$ cat config.mk
export PLATFORM = sky130hd
export DESIGN_NAME = pc_fetch
export DESIGN_NICKNAME = d
export VERILOG_FILES = /design/src/rtl/pc_fetch.sv
export SDC_FILE = /design/constraint.sdc
export NUM_CORES = 1
export LEC_CHECK = 0
export CAP_MARGIN = 20
export CORE_ASPECT_RATIO = 1.2
export CORE_MARGIN = 5
export CORE_UTILIZATION = 45
export DETAILED_ROUTE_END_ITERATION = 16
export GPL_ROUTABILITY_DRIVEN = 0
export PLACE_DENSITY = 0.77
export SLEW_MARGIN = 20
export SYNTH_ARGS = -nofsm -noshare
export SYNTH_HDL_FRONTEND = slang
export SYNTH_SLANG_ARGS = --single-unit
$ cat constraint.sdc
create_clock -name clk -period 2.3 [get_ports clk]
set_input_delay 0.46 -clock clk [delete_from_list [all_inputs] [get_ports clk]]
set_output_delay 0.46 -clock clk [all_outputs]
set_load 0.005 [all_outputs]
$ cat src/rtl/pc_fetch.sv
// Program-counter stage with run / single-step / halt control and a saturating
// executed-instruction counter. Define PC_FETCH_STEP_EN to build single-step support.
module pc_fetch #(
    parameter logic [31:0] RESET_PC = 32'h0000_0000,
    parameter int          CNT_BITS = 16
) (
    input  logic                clk,
    input  logic                rst,
    input  logic [31:0]         NextPC,
    input  logic                halt,
    input  logic                go,
    input  logic                step_mode,
    output logic [31:0]         PC,
    output logic                exec,
    output logic                halted,
    output logic [CNT_BITS-1:0] total,
    output logic [1:0]          dbg_state_o
);

    typedef enum logic [1:0] {
        S_RUN    = 2'd0,
        S_WAIT   = 2'd1,
        S_HALTED = 2'd2
    } state_t;

    state_t              state_q, state_d;
    logic [31:0]         pc_q, pc_d;
    logic                go_q;
    logic                go_rise;
    logic [CNT_BITS-1:0] total_q, total_d;
    logic                step_en;

`ifdef PC_FETCH_STEP_EN
    assign step_en = step_mode;
`else
    assign step_en = 1'b0;
    logic unused_step;
    assign unused_step = step_mode;
`endif

    logic unused_pc_lsb;
    assign unused_pc_lsb = &{1'b0, NextPC[1:0]};

    // go is a level; only a 0->1 transition requests an action.
    assign go_rise = go & ~go_q;

    always_ff @(posedge clk) begin
        if (rst) begin
            state_q <= S_RUN;
            pc_q    <= RESET_PC;
            go_q    <= 1'b0;
            total_q <= '0;
        end else begin
            state_q <= state_d;
            pc_q    <= pc_d;
            go_q    <= go;
            total_q <= total_d;
        end
    end

    always_comb begin
        state_d = state_q;
        case (state_q)
            S_RUN: begin
                if (halt) begin
                    state_d = S_HALTED;
                end else if (step_en) begin
                    state_d = S_WAIT;
                end
            end
`ifdef PC_FETCH_STEP_EN
            S_WAIT: begin
                if (go_rise) begin
                    state_d = S_RUN;
                end
            end
`endif
            S_HALTED: begin
                if (go_rise) begin
                    state_d = S_RUN;
                end
            end
            default: state_d = S_RUN;
        endcase
    end

    // Resuming from halt skips the syscall that stopped the machine.
    always_comb begin
        pc_d = pc_q;
        if (state_q == S_RUN && !halt) begin
            pc_d = {NextPC[31:2], 2'b00};
        end else if (state_q == S_HALTED && go_rise) begin
            pc_d = pc_q + 32'd4;
        end
    end

    always_comb begin
        total_d = total_q;
        if (state_q == S_RUN && total_q != {CNT_BITS{1'b1}}) begin
            total_d = total_q + CNT_BITS'(1);
        end
    end

    always_comb begin
        PC          = pc_q;
        exec        = (state_q == S_RUN);
        halted      = (state_q == S_HALTED);
        total       = total_q;
        dbg_state_o = state_q;
    end

endmodule

# ---- Word-level counts from Yosys, hierarchy flattened
# Cells that the tools add are included.
dict set report classes {
  add_sub_neg 2
  n_eq_ne 4
  muxes 5
  n_bitwise 2
  reduce_logical 8
}
# cell n
set ops {}
lappend ops {{32-bit two-way mux} 2}
lappend ops {{32-bit by 3-bit adder with 32-bit output (second input constant)} 1}
lappend ops {{16-bit by 1-bit adder with 16-bit output (second input constant)} 1}
lappend ops {{16-bit != test (second input constant)} 1}
lappend ops {{2-bit two-way mux} 2}
lappend ops {{2-bit case mux with 2 select lines} 1}
lappend ops {{1-bit logical AND} 3}
lappend ops {{2-bit == test (second input constant)} 1}
lappend ops {{2-bit zero test} 1}
lappend ops {{2-bit by 1-bit != test with 1-bit output (second input constant)} 1}
lappend ops {{2-bit != test (second input constant)} 1}
lappend ops {{2-bit AND reduction} 1}
lappend ops {{2-bit nonzero test} 1}
lappend ops {{2-bit OR reduction} 1}
lappend ops {{1-bit AND} 1}
lappend ops {{1-bit zero test} 1}
lappend ops {{1-bit NOT} 1}
dict set report word_totals {
  reg_bits 51
  out_inout_bits 52
}

# ---- Depth between registers and ports, before layout
dict set report logic_depth {
  depth_word 5
  depth_mapped 8
}

# ---- Least setup slack after synthesis
# OpenSTA, ideal clock, no wires.
dict set report synth_timing {
  path_kind {register -> register}
  from {register pc_q[19], in the netlist PC[19]}
  to {register pc_q[29], in the netlist PC[29]}
  arrival_ns 1.647
  required_time_ns 2.168
  setup_slack_ns 0.521
  path_stages_with_launch 7
  path_buffers 1
  path_cell_list {dfxtp_1 nand4_1 or4_4 buf_6 o31a_1 o21ai_1 a21oi_1}
}
dict set report synth_between {
  elab_chain_cells 3
}
# element line
set synth_lines {}
lappend synth_lines {{start, declared} 27} ;# logic [31:0] pc_q, pc_d;
lappend synth_lines {{start signal, assigned} 55} ;# pc_q <= pc_d;
lappend synth_lines {{32-bit by 3-bit adder with 32-bit output} 93} ;# pc_d = pc_q + 32'd4;
lappend synth_lines {{32-bit two-way mux} 92} ;# end else if (state_q == S_HALTED && go_rise) begin
lappend synth_lines {{32-bit two-way mux} 90} ;# if (state_q == S_RUN && !halt) begin
# Every way passes these cells. The select of a mux whose other input is x is not followed.
# A chain may end at the register's enable or synchronous reset.

# ---- Worst setup path in the final report
dict set report layout_timing {
  from {input port go}
  to {register pc_q[22], in the netlist PC[22]}
}
dict set report layout_between {
  elab_chain_cells 3
}
# element line
set layout_lines {}
lappend layout_lines {{start, declared} 11} ;# input logic go,
lappend layout_lines {{1-bit AND} 45} ;# assign go_rise = go & ~go_q;
lappend layout_lines {{1-bit logical AND} 92}
lappend layout_lines {{2-bit nonzero test (no line)} --}
# Every way passes these cells.

==> results.toml <==
[status]
outcome = "finished, final reports clean"

[sta]
grt_setup_unrepaired = "no"
skew_ps = 8.060
timing.final.crit_period_ps = 1996
finalHoldViolations = 0
setup_violations = 0
worst_pin_slew_ps = 498.2
slew_headroom = 0.6653
layout_worst_path_cycle_share = 0.8676
maxSlewViolCount = 0
fmax_mhz = 501.1

[worst_setup_path]
crit_required_ps = 2520
cp_slowest_cell = "clkdlybuf4s50_1"
path_cells = "clkdlybuf4s50_1, and3b_1, nand3_2, nor4_1, xnor2_1, a211oi_1"
slowest_delay_ps = 520
path_max_fanout = 6
start_kind = "input port"
crit_type = "input port to flop"
endpoint_kind = "flop"
worstPathArrival_ps = 2210

[synth]
synth-main-ff-cell = "dfxtp_1"
synth_edf_count = 0
yosysTopAreaCell = "dfxtp_1"
synth_cells = 319
synth_area_mm2 = 0.002651
ys_warn_count = 0
yosys.area.top_type_share = 0.3624
synth-seq-area-share = 0.3624
synth_area_leaders = "dfxtp_1 (36%), xnor2_1 (6.9%), nor2_1 (5.2%), nand2_1 (4.4%), nand3_1 (4.2%)"
synth_cell_types = 57
synth_area_per_cell_um2 = 8.311
async_reset_ff_frac = 0
synth_seq_cells = 48

[clock_tree]
clk_pin_slew_ps = 80
cts_tree = "done"
cts-resized-gates = 0
ctsHoldBuffers = 0
cts_made_buffers = 5
postCtsSetupRepairBufs = 0
clk_path_buf_depth = 2
cts_num_sinks = 48
htreeDepth = 2
clock_latency_ps = 300
cts-root-buf = "clkbuf_8"

[global_route]
grt_max_degree = 22
overflow = 0
grt_usage = 0.1929
grt_first_pass_wirelength_mm = 11.61
antenna_found_initial = 0
grt_pass1_vias = 2543

[floorplan]
die-area_mm2 = 0.007533
ios = 89
coreArea_mm2 = 0.005705
initial_utilization = 0.4647
die_w_um = 80.07
rows = 30
die_h_um = 94.09

[pwr]
cellLeakagePower_nw = 1.180
power.density_mw_per_mm2 = 481.4
irDropWorstVdd_uv = 238.9
total_power_mw = 1.721

[route]
routed_via_density = 5.384
first_iter_violations = 123
vias = 2579
drt_wl_total_mm = 7.118
highest_layer = "met4"
dr_wl_met2_mm = 3.522
drc = 0
wl_per_cell_um = 14.86
ant_nets = 0
dr_wl_met3_um = 519
met1Wirelength_mm = 2.986
first_pass_iters = 4

[hold_path]
hold_path.class = "flop to flop"

[placement]
port-buffer-count = 82
postPlaceCellArea_mm2 = 0.003507
dp_hpwl_mm = 5.331

[cells_and_area]
layout-drive-gt1-share = 0.08020
area_growth_pct = 34.87
diodes = 0
layout_commonest_cell = "clkdlybuf4s50_1"
finish.instance_area_mm2 = 0.003576
fin_nets = 440
final_cell_mix = "clkdlybuf4s50_1 (82), dfxtp_1 (48), nor2_1 (37), nand2_1 (31), nand3_1 (22)"

[run]
drv_cap = 0
## final timing paths
kind	from	end	slack (ps)	depth (start not counted)
min reg2reg	total[9]	total[9]	510	1
min	total[9]	total[9]	510	1
max reg2reg	PC[19]	PC[23]	360	4
max	go	PC[22]	300	6
## cells in the mapped netlist (5+ instances only)
cell type	count
nor4_1	8
nand3_1	22
nor4_2	6
nand4_1	5
a211oi_1	12
a31oi_1	5
o21ai_0	8
o21ai_1	5
dfxtp_1	48
nand2_1	31
a21oi_1	20
clkbuf_1	7
nor2_1	37
xnor2_1	21
nor3_1	10
inv_1	8
## logic make-up after synthesis
group,share of synthesized area
buf+inv,0.06701
xor+xnor,0.07598
fa+ha+maj,0.009437
simple gates,0.3044
flops,0.3624
compound gates,0.1675
mux,0.01180
other cells,0.001414
## stage by stage
step / worst slack [ps] / hold slack (ps) / utilization / TNS [ps] / std cells
finish: 304.5 / 506.9 / 0.6268 / 0 / 479
global placement: 47.66 / 475.0 / 0.6147 / 0 / 474
CTS: 312.9 / 516.9 / 0.6268 / 0 / 479
floorplan: 520.7 / 462.9 / - / 0 / 321
detailed placement: -8.257 / 482.8 / 0.6147 / -8.722 / 474
global route: 197.7 / 555.8 / 0.6268 / 0 / 479
## where the power goes
part	switching, mW	total (mW)	internal [mW]
clock network	0.262	0.459	0.197
logic	0.123	0.320	0.197
registers	0.0651	0.943	0.878
## registers in the layout (all words and copies together), names as in the netlist
name / cells
PC: 30
dbg_state_o: 1
go_q: 1
total: 16
## cell type report
class                   count  area (um2)
inverters                   8       30.03
clock buffers               5       68.82
repair buffers             92       895.9
multi-input cells         246        1520
fillers                   547        2130
flip-flops and latches     48       960.9
well taps                  80       100.1
## layer usage
metal | GRT usage | vias up
li1 | - | 1321
met1 | 0.2258 | 1162
met2 | 0.3377 | 89
met3 | 0.05086 | 7
met4 | 0.06197 | 0
met5 | 0 | -
## critical path: cells and delay by family
kind | cells | cell delay [ps]
AND/OR/NAND/NOR | 3 | 880
XOR/XNOR | 1 | 130
AO/OA/AOI/OAI | 1 | 230
buffers and inverters | 1 | 520
Power figures use the tool's default switching activity.
